===== config.mk =====
export PLATFORM = sky130hd
export DESIGN_NAME = mem_stage_lsu_flat
export DESIGN_NICKNAME = d
export VERILOG_FILES = /design/src/rtl/lsu_pkg.sv /design/src/rtl/mem_stage_lsu_if.sv /design/src/rtl/lsu_load_align.sv /design/src/rtl/mem_stage_lsu.sv /design/src/flat_wrapper.sv
export SDC_FILE = /design/constraint.sdc
export NUM_CORES = 1
export LEC_CHECK = 0
export ABC_CLOCK_PERIOD_IN_PS = 5150
export CAP_MARGIN = 20
export CORE_ASPECT_RATIO = 0.6
export CORE_MARGIN = 2
export CORE_UTILIZATION = 49
export DETAILED_ROUTE_END_ITERATION = 8
export PLACE_DENSITY = 0.95
export SYNTH_ARGS = -nofsm -noshare
export SYNTH_HDL_FRONTEND = slang
export SYNTH_HIERARCHICAL = 1
export SYNTH_SLANG_ARGS = --single-unit

===== constraint.sdc =====
create_clock -name clk -period 5.15 [get_ports clk]
set_clock_uncertainty 0.2 [all_clocks]
set_input_delay 1.03 -clock clk [delete_from_list [all_inputs] [get_ports clk]]
set_output_delay 1.03 -clock clk [all_outputs]
set_load 0.05 [all_outputs]

===== src/rtl/lsu_pkg.sv =====
// Shared types and helpers for the MEM-stage load/store unit.
// Optional feature macro: LSU_BP_STATS_EN (branch statistics counters in mem_stage_lsu).
package lsu_pkg;

  typedef enum logic [1:0] {IDLE, REQ, WAIT} lsu_state_t;

  // in_op encoding; at most one op class per instruction.
  localparam logic [2:0] OP_NONE   = 3'd0;
  localparam logic [2:0] OP_LOAD   = 3'd1;
  localparam logic [2:0] OP_STORE  = 3'd2;
  localparam logic [2:0] OP_JAL    = 3'd3;
  localparam logic [2:0] OP_JALR   = 3'd4;
  localparam logic [2:0] OP_BRANCH = 3'd5;

  // Access size in funct3[1:0]; funct3[2] selects zero-extension for loads.
  localparam logic [1:0] SZ_B = 2'd0;
  localparam logic [1:0] SZ_H = 2'd1;
  localparam logic [1:0] SZ_W = 2'd2;
  localparam logic [1:0] SZ_D = 2'd3;

  function automatic int unsigned lsu_be_w(int unsigned xlen);
    return xlen / 8;
  endfunction

  function automatic int unsigned lsu_off_w(int unsigned xlen);
    return $clog2(xlen / 8);
  endfunction

  // 1 when the load/store is misaligned or its size is illegal for this XLEN.
  function automatic logic lsu_ldst_bad(logic [2:0] funct3, logic [2:0] addr_lo, logic is64);
    logic bad;
    case (funct3[1:0])
      SZ_B:    bad = 1'b0;
      SZ_H:    bad = addr_lo[0];
      SZ_W:    bad = (addr_lo[1:0] != 2'b00);
      default: bad = (addr_lo != 3'b000);
    endcase
    if (funct3 == 3'b111) bad = 1'b1;
    if (!is64 && (funct3[1:0] == SZ_D || funct3 == 3'b110)) bad = 1'b1;
    return bad;
  endfunction

endpackage


===== src/rtl/mem_stage_lsu_if.sv =====
// Data-memory req/gnt/rvalid port between the LSU (master) and memory (slave).
interface mem_stage_lsu_if #(
  parameter int unsigned XLEN = 32
) ();
  logic              req;
  logic              we;
  logic [XLEN-1:0]   addr;
  logic [XLEN/8-1:0] be;
  logic [XLEN-1:0]   wdata;
  logic              gnt;
  logic              rvalid;
  logic [XLEN-1:0]   rdata;

  modport master (output req, we, addr, be, wdata, input gnt, rvalid, rdata);
  modport slave  (input req, we, addr, be, wdata, output gnt, rvalid, rdata);
endinterface


===== src/rtl/lsu_load_align.sv =====
// Selects the addressed lanes of a load response and sign/zero-extends them.
module lsu_load_align
  import lsu_pkg::*;
#(
  parameter int unsigned XLEN  = 32,
  parameter int unsigned OFF_W = 2
) (
  input  logic [XLEN-1:0]  rdata,
  input  logic [2:0]       funct3,
  input  logic [OFF_W-1:0] offset,
  output logic [XLEN-1:0]  data
);
  logic [XLEN-1:0] shifted;
  logic [XLEN-1:0] mask;
  logic            sign;

  // Shift the addressed byte to lane 0, then mask and fill the upper bits.
  always_comb begin
    shifted = rdata >> {offset, 3'b000};
    mask    = '1;
    sign    = 1'b0;
    unique case (funct3[1:0])
      SZ_B: begin mask = XLEN'(8'hFF);         sign = shifted[7];  end
      SZ_H: begin mask = XLEN'(16'hFFFF);      sign = shifted[15]; end
      SZ_W: begin mask = XLEN'(32'hFFFF_FFFF); sign = shifted[31]; end
      default: begin mask = '1; sign = 1'b0; end
    endcase
    if (funct3[2]) sign = 1'b0;
    data = (shifted & mask) | (sign ? ~mask : '0);
  end
endmodule


===== src/rtl/mem_stage_lsu.sv =====
// MEM pipeline stage: branch resolution, alignment check, data-memory access, writeback register.
// Optional: define LSU_BP_STATS_EN to enable saturating mispredict/branch counters.
module mem_stage_lsu
  import lsu_pkg::*;
#(
  parameter int unsigned XLEN   = 32,
  parameter int unsigned RD_W   = 5,
  parameter int unsigned STAT_W = 16
) (
  input  logic              clk,
  input  logic              reset,
  input  logic              in_valid,
  output logic              in_ready,
  input  logic [XLEN-1:0]   in_addr,
  input  logic [XLEN-1:0]   in_wdata,
  input  logic [XLEN-1:0]   in_pc,
  input  logic [XLEN-1:0]   in_imm,
  input  logic [2:0]        in_funct3,
  input  logic [2:0]        in_op,
  input  logic              in_cond,
  input  logic              in_pred,
  input  logic [RD_W-1:0]   in_rd,
  input  logic              in_we,
  mem_stage_lsu_if.master   dmem,
  output logic              redirect,
  output logic [XLEN-1:0]   redirect_addr,
  output logic              branch_taken,
  output logic              exc_jmp_mis,
  output logic              exc_ldst_mis,
  output logic              wb_valid,
  output logic              wb_we,
  output logic [RD_W-1:0]   wb_rd,
  output logic [XLEN-1:0]   wb_data,
  output logic [STAT_W-1:0] stat_mispred,
  output logic [STAT_W-1:0] stat_branches
);
  localparam int unsigned BE_W  = lsu_be_w(XLEN);
  localparam int unsigned OFF_W = lsu_off_w(XLEN);

  lsu_state_t       state_q;
  logic [2:0]       funct3_q;
  logic [OFF_W-1:0] off_q;
  logic [RD_W-1:0]  rd_q;
  logic             we_q;

  logic            accept, is_load, is_store, is_jal, is_jalr, is_branch, is_mem, is_ctrl;
  logic            misaligned, taken;
  logic [XLEN-1:0] pc_plus4, pc_plus_imm, target, st_wdata, load_data;
  logic [BE_W-1:0] st_be;

  assign in_ready    = (state_q == IDLE);
  assign accept      = in_valid & in_ready;
  assign is_load     = (in_op == OP_LOAD);
  assign is_store    = (in_op == OP_STORE);
  assign is_jal      = (in_op == OP_JAL);
  assign is_jalr     = (in_op == OP_JALR);
  assign is_branch   = (in_op == OP_BRANCH);
  assign is_mem      = is_load | is_store;
  assign is_ctrl     = is_jal | is_jalr | is_branch;
  assign misaligned  = lsu_ldst_bad(in_funct3, in_addr[2:0], 1'(XLEN == 64));
  assign pc_plus4    = in_pc + XLEN'(4);
  assign pc_plus_imm = in_pc + in_imm;

  // Resolve control flow for the op being accepted; redirect only on a wrong prediction.
  always_comb begin
    taken  = 1'b0;
    target = pc_plus4;
    if (is_jal) begin
      taken  = 1'b1;
      target = pc_plus_imm;
    end else if (is_jalr) begin
      taken  = 1'b1;
      target = {in_addr[XLEN-1:1], 1'b0};
    end else if (is_branch && in_cond) begin
      taken  = 1'b1;
      target = pc_plus_imm;
    end
    redirect      = accept & is_ctrl & (taken != in_pred);
    redirect_addr = target;
    branch_taken  = accept & is_ctrl & taken;
    exc_jmp_mis   = redirect & (target[1:0] != 2'b00);
    exc_ldst_mis  = accept & is_mem & misaligned;
  end

  // Byte enables and store data replicated into every lane of the access size.
  always_comb begin
    st_be    = '1;
    st_wdata = in_wdata;
    unique case (in_funct3[1:0])
      SZ_B: begin st_be = BE_W'(8'h01); st_wdata = {BE_W{in_wdata[7:0]}};       end
      SZ_H: begin st_be = BE_W'(8'h03); st_wdata = {(XLEN/16){in_wdata[15:0]}}; end
      SZ_W: begin st_be = BE_W'(8'h0F); st_wdata = {(XLEN/32){in_wdata[31:0]}}; end
      default: begin st_be = '1; st_wdata = in_wdata; end
    endcase
    st_be = st_be << in_addr[OFF_W-1:0];
  end

  lsu_load_align #(
    .XLEN  (XLEN),
    .OFF_W (OFF_W)
  ) u_load_align (
    .rdata  (dmem.rdata),
    .funct3 (funct3_q),
    .offset (off_q),
    .data   (load_data)
  );

  // Access FSM with registered memory request and writeback bundle.
  always_ff @(posedge clk) begin
    if (reset) begin
      state_q    <= IDLE;
      dmem.req   <= 1'b0;
      dmem.we    <= 1'b0;
      dmem.addr  <= '0;
      dmem.be    <= '0;
      dmem.wdata <= '0;
      funct3_q   <= '0;
      off_q      <= '0;
      rd_q       <= '0;
      we_q       <= 1'b0;
      wb_valid   <= 1'b0;
      wb_we      <= 1'b0;
      wb_rd      <= '0;
      wb_data    <= '0;
    end else begin
      wb_valid <= 1'b0;
      wb_we    <= 1'b0;
      unique case (state_q)
        IDLE: begin
          if (accept) begin
            if (is_mem && !misaligned) begin
              state_q    <= REQ;
              dmem.req   <= 1'b1;
              dmem.we    <= is_store;
              dmem.addr  <= {in_addr[XLEN-1:OFF_W], OFF_W'(0)};
              dmem.be    <= st_be;
              dmem.wdata <= st_wdata;
              funct3_q   <= in_funct3;
              off_q      <= in_addr[OFF_W-1:0];
              rd_q       <= in_rd;
              we_q       <= in_we & is_load;
            end else begin
              // Single-cycle ops; a faulting load/store retires without a register write.
              wb_valid <= 1'b1;
              wb_we    <= in_we & ~is_mem;
              wb_rd    <= in_rd;
              wb_data  <= (is_jal || is_jalr) ? pc_plus4 : in_addr;
            end
          end
        end
        REQ: begin
          if (dmem.gnt) begin
            dmem.req <= 1'b0;
            if (dmem.we) begin
              state_q  <= IDLE;
              wb_valid <= 1'b1;
              wb_rd    <= rd_q;
            end else if (dmem.rvalid) begin
              state_q  <= IDLE;
              wb_valid <= 1'b1;
              wb_we    <= we_q;
              wb_rd    <= rd_q;
              wb_data  <= load_data;
            end else begin
              state_q <= WAIT;
            end
          end
        end
        WAIT: begin
          if (dmem.rvalid) begin
            state_q  <= IDLE;
            wb_valid <= 1'b1;
            wb_we    <= we_q;
            wb_rd    <= rd_q;
            wb_data  <= load_data;
          end
        end
        default: state_q <= IDLE;
      endcase
    end
  end

`ifdef LSU_BP_STATS_EN
  // Saturating counters of resolved control-flow ops and mispredicts.
  always_ff @(posedge clk) begin
    if (reset) begin
      stat_mispred  <= '0;
      stat_branches <= '0;
    end else begin
      if (accept && is_ctrl && (stat_branches != '1)) begin
        stat_branches <= stat_branches + STAT_W'(1);
      end
      if (redirect && (stat_mispred != '1)) begin
        stat_mispred <= stat_mispred + STAT_W'(1);
      end
    end
  end
`else
  assign stat_mispred  = '0;
  assign stat_branches = '0;
`endif

endmodule

===== src/flat_wrapper.sv =====
// flat-port wrapper written by rule: the top's interface ports become plain ports
module mem_stage_lsu_flat import lsu_pkg::*;
#(
  parameter int unsigned XLEN   = 32,
  parameter int unsigned RD_W   = 5,
  parameter int unsigned STAT_W = 16
)
  (clk, reset, in_valid, in_ready, in_addr, in_wdata, in_pc, in_imm, in_funct3, in_op, in_cond, in_pred, in_rd, in_we, redirect, redirect_addr, branch_taken, exc_jmp_mis, exc_ldst_mis, wb_valid, wb_we, wb_rd, wb_data, stat_mispred, stat_branches, dmem_req, dmem_we, dmem_addr, dmem_be, dmem_wdata, dmem_gnt, dmem_rvalid, dmem_rdata);
  mem_stage_lsu_if #(.XLEN(XLEN)) dmem_i ();
  input  logic clk;
  input  logic reset;
  input  logic in_valid;
  output logic in_ready;
  input  logic [XLEN-1:0] in_addr;
  input  logic [XLEN-1:0] in_wdata;
  input  logic [XLEN-1:0] in_pc;
  input  logic [XLEN-1:0] in_imm;
  input  logic [2:0] in_funct3;
  input  logic [2:0] in_op;
  input  logic in_cond;
  input  logic in_pred;
  input  logic [RD_W-1:0] in_rd;
  input  logic in_we;
  output logic redirect;
  output logic [XLEN-1:0] redirect_addr;
  output logic branch_taken;
  output logic exc_jmp_mis;
  output logic exc_ldst_mis;
  output logic wb_valid;
  output logic wb_we;
  output logic [RD_W-1:0] wb_rd;
  output logic [XLEN-1:0] wb_data;
  output logic [STAT_W-1:0] stat_mispred;
  output logic [STAT_W-1:0] stat_branches;
  output wire logic [$bits(dmem_i.req)-1:0] dmem_req;
  output wire logic [$bits(dmem_i.we)-1:0] dmem_we;
  output wire logic [$bits(dmem_i.addr)-1:0] dmem_addr;
  output wire logic [$bits(dmem_i.be)-1:0] dmem_be;
  output wire logic [$bits(dmem_i.wdata)-1:0] dmem_wdata;
  input wire logic [$bits(dmem_i.gnt)-1:0] dmem_gnt;
  input wire logic [$bits(dmem_i.rvalid)-1:0] dmem_rvalid;
  input wire logic [$bits(dmem_i.rdata)-1:0] dmem_rdata;
  assign dmem_req = dmem_i.req;
  assign dmem_we = dmem_i.we;
  assign dmem_addr = dmem_i.addr;
  assign dmem_be = dmem_i.be;
  assign dmem_wdata = dmem_i.wdata;
  assign dmem_i.gnt = dmem_gnt;
  assign dmem_i.rvalid = dmem_rvalid;
  assign dmem_i.rdata = dmem_rdata;
  mem_stage_lsu #(.XLEN(XLEN), .RD_W(RD_W), .STAT_W(STAT_W)) u_core (.clk(clk), .reset(reset), .in_valid(in_valid), .in_ready(in_ready), .in_addr(in_addr), .in_wdata(in_wdata), .in_pc(in_pc), .in_imm(in_imm), .in_funct3(in_funct3), .in_op(in_op), .in_cond(in_cond), .in_pred(in_pred), .in_rd(in_rd), .in_we(in_we), .dmem(dmem_i), .redirect(redirect), .redirect_addr(redirect_addr), .branch_taken(branch_taken), .exc_jmp_mis(exc_jmp_mis), .exc_ldst_mis(exc_ldst_mis), .wb_valid(wb_valid), .wb_we(wb_we), .wb_rd(wb_rd), .wb_data(wb_data), .stat_mispred(stat_mispred), .stat_branches(stat_branches));
endmodule

### After elaboration in Yosys (flattened, before gate mapping)

Index checks and enable logic that the tools add are counted.

| operators by class | value |
|---|---|
| $add $sub $neg | 2 |
| eq/ne operators | 21 |
| shift operators | 2 |
| muxes and demuxes | 51 |
| bitwise gates (word level) | 16 |
| reductions and logical operators | 18 |

Operator list:

| cell | count |
|---|---|
| two-way mux 32 bit | 10 |
| one-hot mux 32 bit (2 select lines) | 2 |
| one-hot mux 32 bit (3 select lines) | 1 |
| adder 32 x 3 -> 32 bit (second input constant) | 1 |
| adder 32 bit | 1 |
| AND 32 bit | 1 |
| NOT 32 bit | 1 |
| bitwise OR 32 bit | 1 |
| right shift 32 x 5 -> 32 bit | 1 |
| two-way mux 5 bit | 5 |
| two-way mux 1 bit | 19 |
| one-hot mux 5 bit (3 select lines) | 1 |
| equality test 3 bit (second input constant) | 4 |
| two-way mux 2 bit | 6 |
| inequality test 2 bit (second input constant) | 6 |
| one-hot mux 1 bit (3 select lines) | 4 |
| AND reduction 4 bit | 3 |
| AND 1 bit | 9 |
| equality test 2 bit (second input constant) | 4 |
| one-hot mux 4 bit (2 select lines) | 1 |
| equality test 2 x 1 -> 1 bit (second input constant) | 3 |
| equality test 3 x 2 -> 1 bit (second input constant) | 2 |
| zero test 2 bit | 3 |
| one-hot mux 2 bit (3 select lines) | 1 |
| 13 further kinds | 20 |

| storage, ports and cells | value |
|---|---|
| register bits | 120 |
| input bits | 179 |
| output and inout bits | 178 |
| word-level logic and storage cells | 124 |

### Longest topological paths before layout

| depth | value |
|---|---|
| depth after elaboration | 9 |
| depth in mapped cells | 11 |

### By module

Netlist, hierarchy kept.

By module, submodules not included:

| module | times used | cells an instance | area an instance (µm²) | sequential area each (µm²) |
|---|---|---|---|---|
| mem_stage_lsu | 1 | 1200 | 8687.1 | 2402.3 |
| lsu_load_align | 1 | 115 | 844.6 | 0.0 |

### Worst setup path after synthesis

No wires, ideal clock.

| path | value |
|---|---|
| path type | input -> output |
| start | input port in_pc[0] |
| end | output port redirect_addr[26] |
| arrival | 3982 ps |
| data required time | 3920 ps |
| slack | -62 ps |
| stages on the path | 10 |
| cells stage by stage | ha_1 -> inv_1 -> fa_1 -> nor2b_1 -> o2111ai_1 -> a2111oi_0 -> a311oi_2 -> o211ai_2 -> a21oi_1 -> a211oi_1 |

| on the way | value |
|---|---|
| word-level cells in the longest chain between the ends | 4 |
| elaborated cells on any way between the ends | 5 |

Ends and longest elaborated chain:

| element | line | source |
|---|---|---|
| from (decl) | flat_wrapper.sv:16 | `input logic [XLEN-1:0] in_pc;` |
| adder 32 x 3 -> 32 bit or adder 32 bit (tied branches) | mem_stage_lsu.sv:61, mem_stage_lsu.sv:62 |  |
| two-way mux 32 bit | mem_stage_lsu.sv:74 | `end else if (is_branch && in_cond) begin` |
| two-way mux 32 bit | mem_stage_lsu.sv:71 | `end else if (is_jalr) begin` |
| two-way mux 32 bit (*) | mem_stage_lsu.sv:68 | `if (is_jal) begin` |
| to (decl) | flat_wrapper.sv:25 | `output logic [XLEN-1:0] redirect_addr;` |

Mark *: on every way between the ends. The rest lies on a longest branch, timed or not.

### Final worst setup path

| path | value |
|---|---|
| start | input port in_imm[0] |
| end | output port redirect_addr[22] |

| on the way | value |
|---|---|
| word-level cells in the longest chain between the ends | 4 |

Ends and longest elaborated chain:

| element | line | source |
|---|---|---|
| from (decl) | flat_wrapper.sv:17 | `input logic [XLEN-1:0] in_imm;` |
| adder 32 bit (*) | mem_stage_lsu.sv:62 | `assign pc_plus_imm = in_pc + in_imm;` |
| two-way mux 32 bit | mem_stage_lsu.sv:74 |  |
| two-way mux 32 bit | mem_stage_lsu.sv:71 |  |
| two-way mux 32 bit (*) | mem_stage_lsu.sv:68 |  |

Marks and branches as above.

==> impl_results.md <==
* Synthesized area per cell at 7.248 um2
* P_sw at 1.408 mW
* Cells on worst reg2reg path at 7
* Kind of critical path: in2out
* Ys async rst share at 0%
* Final setup fails at 0
* Switching part of the total power at 37.12%
* Top FF cell, synth: dfxtp_1
* CTS buffer count at 17
* Vias at 11960
* Sequential share of power at 26.7%
* Clk Latency, worst-skew pair at 0.42 ns
* Worst Path Required at 3.92 ns
* Cells after synthesis at 1315
* Max Transition Viols Final at 0
* Share of post-route cells with drive strength above 1 at 11.94%
* Int Pwr at 2.384 mW
* Final core utilization at 73.57%
* Routed len/inst at 23.13 um
* Leak pwr at 5.307 nW
* DIE AREA at 0.02062 mm2
* Initial Util at 50.09%
* Worst r2r dst: u_core/wb_data[18]
* Gr ovfl total at 0
* Placed cell area at 0.01324 mm2
* # fillers at 1445
* Worst hold path class: reg2reg
* Critical Path Sink Type: output pin
* Max-Cap Viols at 0
* Critical path's largest stage delay at 0.46 ns
* Port-buffer cells at 322
* CTS Buffer Depth at 2
* Worst-path cell chain: clkdlybuf4s50_1 -> ha_2 -> inv_1 -> fa_2 -> nor2b_4 -> o2111ai_4 -> a2111oi_4 -> a311oi_2 -> o211ai_2 -> buf_6 -> buf_4 -> a21o_2 -> nand3_1 -> buf_12
* Post-Route WL at 43.49 mm
* CP startpoint kind: primary input
* Total GRT Usage at 40.53%
* Top-count cell post-synth: nand2_1
* Number of remaining DRC errors at 0
* DR iter-0 viols at 2035
* FF+latch area at 0.002402 mm2
* First-pass GRT wire length at 64.30 mm
* Routability cong. at 1.030
* Core Region at 0.01903 mm2
* Multi-input logic area at 0.006628 mm2
* Post-CTS Hold Buffers at 0
* Synthesized cell area at 0.009532 mm2
* CTS tree: done
* Share of total power in the clock network at 33.4%
* Combinational share of power at 39.9%
* EDFF count, synth at 0
* Row count at 39
* Crit-path leading delay family: compound AO/OA/AOI/OAI gates
* Outcome: completed
* Yosys Warn Count at 6
* Worst path depth at 14
* Largest net degree at the start of global routing at 73
* Vias per cell at 6.360
* Final Hold Slack at 0.2516 ns
* Crit path DAT at 3.84 ns
* VDD IR max at 0.2430 mV
* Die X at 184.1 um
* Buf/Inv on CP at 5
* Slew @ Worst Pin at 0.7942 ns
* HP Start: u_core/dmem.addr[15]
* Total I/O pin count at 357
* Final Hold Fails at 0
* DRT Pass-1 Iters at 8
* Nets@finish at 1838
* Tcrit/Tclk final at 98.47%
* RR Startpoint: u_core/state_q[1]
* Htree depth at 4
* Tmin final at 5.071 ns
* DP Wirelength at 33.00 mm
* FMAX at 197.2 MHz
* Hold depth at 2
* Crit path max fanout at 4
* Crit path max-delay cell type: clkdlybuf4s50_1
* Slew HR at 47.05%
* Synth area leader: dfxtp_1
* Worst Hold Endpoint: u_core/dmem.addr[15]
* Post-route cell area at 0.01400 mm2
* Post-route ant nets at 0
* R2R Setup Slk at 2.14 ns
* Antenna violations before repair at 1
* Count of cell types in the netlist at 83
* Commonest cells post-synth: 205 x nand2_1, 148 x nor2_1, 130 x a21oi_1, 120 x dfxtp_1, 69 x clkbuf_1
* Area delta synth->final at 46.89%
* Yosys top cell area share at 25.20%
* Vias in the first global route at 10990
* TritonCTS Sinks at 120
* Top cells by area, synth: dfxtp_1 25%, nand2_1 8.1%, a21oi_1 6.8%
* Post-synthesis register bit count at 120
* Power density cells at 270.8 mW/mm2
* Clock slew at reported path FFs at 0.05 ns
* Root Driver: clkbuf_16
* Sequential cell area fraction in the yosys report at 25.20%
* Die height at 112.0 um
-- final cells by class --
class	instances	area share (%)
antenna	1	0.01787
clock buffer	22	3.315
clock inverter	8	1.046
inverter	22	0.5898
multi-input combinational	1072	47.34
sequential	120	17.16
tap	246	2.198
timing repair buffer	389	28.34
-- cells in the final DEF, fill, tap and decap left out, drive strengths merged, types with 6 or more instances in the layout --
cell / count
buf: 103
a211oi: 61
clkdlybuf4s50: 285
nor2: 149
o311ai: 6
nand2b: 7
o211ai: 11
and3: 16
clkbuf: 22
nand4: 16
o21ai: 48
a21oi: 131
a21o: 15
xor2: 24
a22oi: 12
a31oi: 12
or2: 12
nand2: 205
dfxtp: 120
mux2i: 31
and4: 6
o32ai: 8
a221oi: 20
ha: 36
inv: 22
conb: 34
o31ai: 12
and2: 8
nor2b: 16
xnor2: 25
nor3: 47
a311oi: 10
nand3: 20
-- flip-flops by register name, summed over array words and instances (netlist names) --
signal / cells
u_core/state_q: 2
u_core/off_q: 2
u_core/funct3_q: 3
u_core/wb_data: 32
u_core/dmem.addr: 30
u_core/we_q: 1
u_core/dmem.wdata: 32
u_core/wb_rd: 5
u_core/dmem.we: 1
u_core/rd_q: 5
u_core/wb_valid: 1
u_core/wb_we: 1
u_core/dmem.be: 4
u_core/dmem.req: 1
-- how the worst max path moves through the flow --
stage,from,to,slack [ns]
2_1_floorplan,in_pc[9],redirect_addr[28],0.03
3_3_place_gp,in_pc[0],redirect_addr[22],-0.08
3_5_place_dp,in_pc[0],redirect_addr[18],-0.27
4_1_cts,in_pc[0],redirect_addr[18],-0.03
5_1_grt,in_pc[16],redirect_addr[23],-0.02
6_report,in_imm[0],redirect_addr[22],0.08
-- repair_timing --
item / CTS / global route
setup buffers: 1 / 0
resized for setup: 5 / 26
pin swaps: 1 / 4
setup endpoints to repair: 5 / 17
-- worst reg2reg max path, stage by stage (launching register included) --
cell      delay, ns
dfxtp_1        0.35
inv_1          0.09
ha_1           0.30
nor2b_1        0.21
a211oi_4       0.40
nand2_1        0.57
a211oi_1       0.64
nor3_1         0.10
-- kinds of logic after synthesis --
kind of cell | count (synthesis) | synth area share, %
xor+xnor | 49 | 4.502
simple gates | 519 | 24.72
flops | 120 | 25.20
other cells | 1 | 0.03934
fa+ha+maj | 37 | 4.936
buf+inv | 156 | 8.191
compound gates | 398 | 28.45
mux | 35 | 3.964
-- per-stage QoR --
| stage | setup TNS [ns] | power, mW | setup slack (ns) | std cells |
|---|---|---|---|---|
| final | 0 | 3.792 | 0.07904 | 1880 |
| after global routing | -0.02362 | 3.903 | -0.02050 | 1879 |
| after CTS | -0.02603 | 3.740 | -0.02603 | 1879 |
| after detailed placement | -1.082 | 2.478 | -0.2659 | 1848 |
| after global placement | -0.2741 | 2.461 | -0.07839 | 1848 |
| after floorplan | 0 | 1.884 | 0.03320 | 1348 |
-- power by group through the flow --
stage	clock network (mW)	logic, mW	registers [mW]
floorplan	0	0.695	1.19
detailed placement	0	1.45	1.03
global placement	0	1.43	1.03
CTS	1.27	1.46	1.01
finish	1.27	1.51	1.01
global route	1.31	1.57	1.02
-- layer usage --
metal | global-route usage (%) | wire (um) | vias up
met4 | 12.59 | 1221 | 0
met1 | 58.18 | 18330 | 5620
met5 | 0 | 0 | -
met2 | 59.82 | 18260 | 917
li1 | - | - | 5309
met3 | 9.799 | 5686 | 111
(Power assumes the default switching activity.)
==> patch 1: new RTL, same settings <==
Re-encode `lsu_state_t` (3 states) as one-hot, 3 bits wide.
--- a/src/rtl/lsu_pkg.sv
+++ b/src/rtl/lsu_pkg.sv
@@ -4,3 +4,3 @@
 
-  typedef enum logic [1:0] {IDLE, REQ, WAIT} lsu_state_t;
+  typedef enum logic [2:0] {IDLE = 3'b001, REQ = 3'b010, WAIT = 3'b100} lsu_state_t;
 
Check against the original RTL: no difference found for any inputs over 4 cycles, from zero or initial values and one cycle with reset high; so few cycles prove little.
==> patch 1 against the unedited design <==
  * The run now ends with negative setup slack left
  * First-iteration DRC count fell by 16%
  * Die area fell by 1.2%
  * Worst setup slack got worse by 0.12 ns
  * Wire length fell by 3.9%
  * Sequential cell count rose by 1
  * Total power fell by 3.5%
  * Synthesized area fell by 1.3%
  * Final area fell by 0.71%
  * Fmax fell by 2.4%
==> patch 1: results (changes against the unedited design) <==
stage	metric	value	unit	change
final_layout	clk cell area share	0.04230		-0.001306
final_layout	Final nets	1810		-1.5%
route	wire per inst	22.51	µm	-2.7%
logic_synthesis	most instantiated cells after synthesis	nand2_1, a21oi_1, nor2_1		
timing	setup ws final	-0.04449	ns	-0.1235 ns
grt	GRT Total Usage	0.3927		-0.01264
floorplan	die area	20370	µm²	-1.2%
setup_path	R2R depth	8		+1
timing	Setup TNS Final	-0.06352	ns	-0.06352 ns
final_layout	Non-clk invs	19		-14%
clock_tree	clock sinks	121		+0.83%
setup_path	Arrival @ worst endpoint	3.96	ns	+0.12 ns
final_layout	layout clock buffer count	23		+4.5%
grt	pin count of the biggest net entering global routing	75		+2.7%
run_status	failing checks	negative setup slack		
timing	# setup viols final	2		+2
grt	number of global-route vias before repair	10760		-2.2%
power	pwr/cell area	263.3	nW/µm²	-2.8%
power	Leak	5.262	nW	-0.86%
final_layout	non-clk buf share	0.2934		+0.01005
logic_synthesis	top post-synthesis cells by area	dfxtp_1, nand2_1, a21oi_1		
place	HPWL reported at the end of detailed placement	31600	µm	-4.2%
logic_synthesis	Compound-Gate Fraction of Synth Area	0.2968		+0.01231
run_status	outcome	complete, but fails checks		
logic_synthesis	post-synthesis average cell area	7.404	µm²	+2.1%
final_layout	comb_multi_in	1041		-2.9%
clock_tree	total setup buffers inserted after CTS	0		-1
route	TritonRoute pass-1 iters	6		-2
logic_synthesis	register area share after synthesis	0.2574		+0.005378
setup_path	crit-path max cell delay	0.53	ns	+0.07 ns
final_layout	multi-input combinational area share	0.4626		-0.01081
grt	first-pass GRT wire length	61820	µm	-3.9%
setup_path	Max Fanout on Critical Path	3		-1
power	Clk pwr share	0.332		-0.002
logic_synthesis	Synth Area in Adders	0.04467		-0.004682
setup_path	Slowest-stage cell, CP	a211oi_1		
==> patch 1: cell types whose count changed in the layout (fill, tap and decap cells not counted), sizes merged, moves of 6 or more <==
cell and change:
nor3 -25, a221oi -6, nand3 -8, a22oi +8
nor2 -14, o21ai +16, a21oi +8, buf +9
and3 -8
==> patch 1: worst paths after layout <==
check | startpoint | to | slack [ns]
worst min register to register | u_core/dmem.addr[3] | u_core/dmem.addr[3] | 0.25
worst max-delay path | in_pc[1] | redirect_addr[17] | -0.04
worst min-delay path | u_core/dmem.addr[3] | u_core/dmem.addr[3] | 0.25
worst max register to register | u_core/state_q[0] | u_core/wb_data[14] | 2.02
==> patch 1: layer usage <==
layer,track usage,up-vias,share of wire
li1,-,5201,-
met1,0.5308,5356,0.40
met2,0.6048,908,0.43
met3,0.1060,115,0.13
met4,0.1403,0,0.032
met5,0,-,0
==> patch 1: repair_timing <==
action,CTS,global route
endpoints found under the setup margin,2,10
resized for setup,4,5
cloned,0,0
pin swaps,3,4
==> patch 2: new RTL, same flow settings <==
Made on the original files. The option `LSU_BP_STATS_EN` is turned on by a define.
--- a/src/rtl/mem_stage_lsu.sv
+++ b/src/rtl/mem_stage_lsu.sv
@@ -2,2 +2,4 @@
 // Optional: define LSU_BP_STATS_EN to enable saturating mispredict/branch counters.
+`define LSU_BP_STATS_EN
+
 module mem_stage_lsu
Check against the original RTL: not equivalent (Yosys sat finds a counterexample within 4 cycles, from zero or initial values and one cycle with reset high).
==> patch 2 against the unedited design <==
  * The run now ends with design-rule violations, negative setup slack left
  * Sequential share of layout area grew 2.1 points
  * Worst setup slack got worse by 0.11 ns
  * Sequential cell count grew 32
  * Total power up 6.4%
  * Wire length is 3.4% higher
  * Final area is 13% higher
  * Synthesized area is 8.2% higher
  * Largest cell class unchanged
  * Largest power group unchanged
  * Highest routed layer unchanged
==> patch 2: results (changes against the unedited design) <==
stage	metric	value	unit	change
timing	# setup viols final	1		+1
logic_synthesis	most instantiated cells after synthesis	nand2_1, a21oi_1, dfxtp_1		
setup_path	crit-path max cell delay	0.49	ns	+0.03 ns
run_status	failing checks	design-rule violations, negative setup slack		
hold_path	path type of the worst min-delay path	flip-flop to flip-flop		
grt	first-pass GRT wire length	64850	µm	+0.86%
place	# port buffers	354		+9.9%
grt	antenna violations before repair	4		+3
place	RePlAce Congestion	1.084		+5.3%
final_layout	Final nets	1983		+7.9%
route	drc violations	1		+1
route	DRT iter0 DRCs	1914		-5.9%
setup_path	Max Fanout on Critical Path	5		+1
logic_synthesis	register area share after synthesis	0.2951		+0.04308
grt	pin count of the biggest net entering global routing	81		+11%
hold_path	Hold Crit Start	u_core/rd_q[2]		
timing	setup ws final	-0.03288	ns	-0.1119 ns
power	Leak	5.958	nW	+12%
final_layout	share of cells above drive strength 1	0.1294		+0.009947
setup_path	Arrival @ worst endpoint	3.95	ns	+0.11 ns
logic_synthesis	top post-synthesis cells by area	dfxtp_1, a21oi_1, nand2_1		
place	dpl ws	-0.3143	ns	-0.04843 ns
route	wire per inst	21.82	µm	-5.7%
route	via count	12950		+8.3%
place	HPWL reported at the end of detailed placement	32600	µm	-1.2%
run_status	outcome	complete, but fails checks		
route	TritonRoute pass-1 iters	9		+1
setup_path	Worst Setup SP	in_pc[13]		
final_layout	Layout fillers	1410		-2.4%
power	VDD IR-drop max	0.2453	mV	+0.94%
timing	Worst-Margin Slew	1.019	ns	+0.2246 ns
logic_synthesis	Unique masters post-synth	72		-13%
grt	GRT Total Usage	0.3744		-0.03097
-- patch 2: power by group --
part	internal, mW	leakage (nW)	switching (mW)	total [mW]
sequential	1.22	1.24	0.0302	1.25
clock	0.760	0.298	0.532	1.29
combinational	0.612	4.42	0.875	1.49
-- patch 2: stage by stage --
step                      utilization  hold slack, ns  instances  setup TNS [ns]  cell area, µm²
after floorplan                     -          0.2367       1402               0           10310
after global placement         0.7076          0.2413       2018         -0.5993           14740
after detailed placement       0.7076          0.2493       2018          -1.459           14740
after CTS                      0.7417          0.2583       2053        -0.02184           15450
after global routing           0.7577          0.2755       2061         -0.2789           15780
final                          0.7577          0.2615       2061        -0.03288           15780
-- patch 2: path summary, 6_finish.rpt --
| path | to | slack, ns | cells after the start |
|---|---|---|---|
| setup / recovery | redirect_addr[31] | -0.03 | 11 |
| hold / removal | u_core/rd_q[2] | 0.26 | 2 |
| setup reg to reg | u_core/stat_mispred[9] | 2.12 | 11 |
| hold reg to reg | u_core/rd_q[2] | 0.26 | 2 |
-- patch 2: cells by family (layout without fill, tap and decap cells) --
logic type	Yosys count	count (layout)	share of synthesized area
DFF	152	152	0.2951
AOI/OAI and AO/OA	423	423	0.2534
buffers and inverters	123	499	0.04963
muxes	53	53	0.05412
adders and majority gates	39	39	0.04805
xor gates and xnor gates	79	79	0.06710
other	1	6	0.0003637
and+or+nand+nor	531	531	0.2323
-- patch 2: layout make-up --
class                           count  share of cell area
Antenna cell                        4           0.0006343
Multi-Input combinational cell   1127              0.4499
Inverter                           28            0.006660
Timing Repair Buffer              439              0.2893
Clock buffer                       20             0.02957
Sequential cell                   152              0.1928
Tap cell                          279             0.02212
Clock inverter                     12            0.008959
-- patch 2: worst register-to-register path: stages (launching register included) --
cell      delay, ns
dfxtp_1        0.34
inv_1          0.11
ha_2           0.29
nand2_1        0.24
o21bai_1       0.28
or3_4          0.47
nor2_4         0.20
and4_4         0.27
and2_4         0.18
nand4_1        0.11
xor2_1         0.14
nor2_1         0.05
-- patch 2: timing repair --
item	in CTS	in global routing
setup endpoints to repair	13	16
gates resized for setup	19	58
pin swaps	9	32
gates cloned	0	0
setup buffers	3	4
-- patch 2: layer usage --
metal / global-route usage / up-vias / wire length [µm]
met5: 0 / - / 0
met4: 0.1559 / 0 / 2065
met3: 0.1097 / 219 / 5760
met2: 0.5738 / 1003 / 19620
met1: 0.4953 / 6008 / 17530
li1: - / 5718 / -
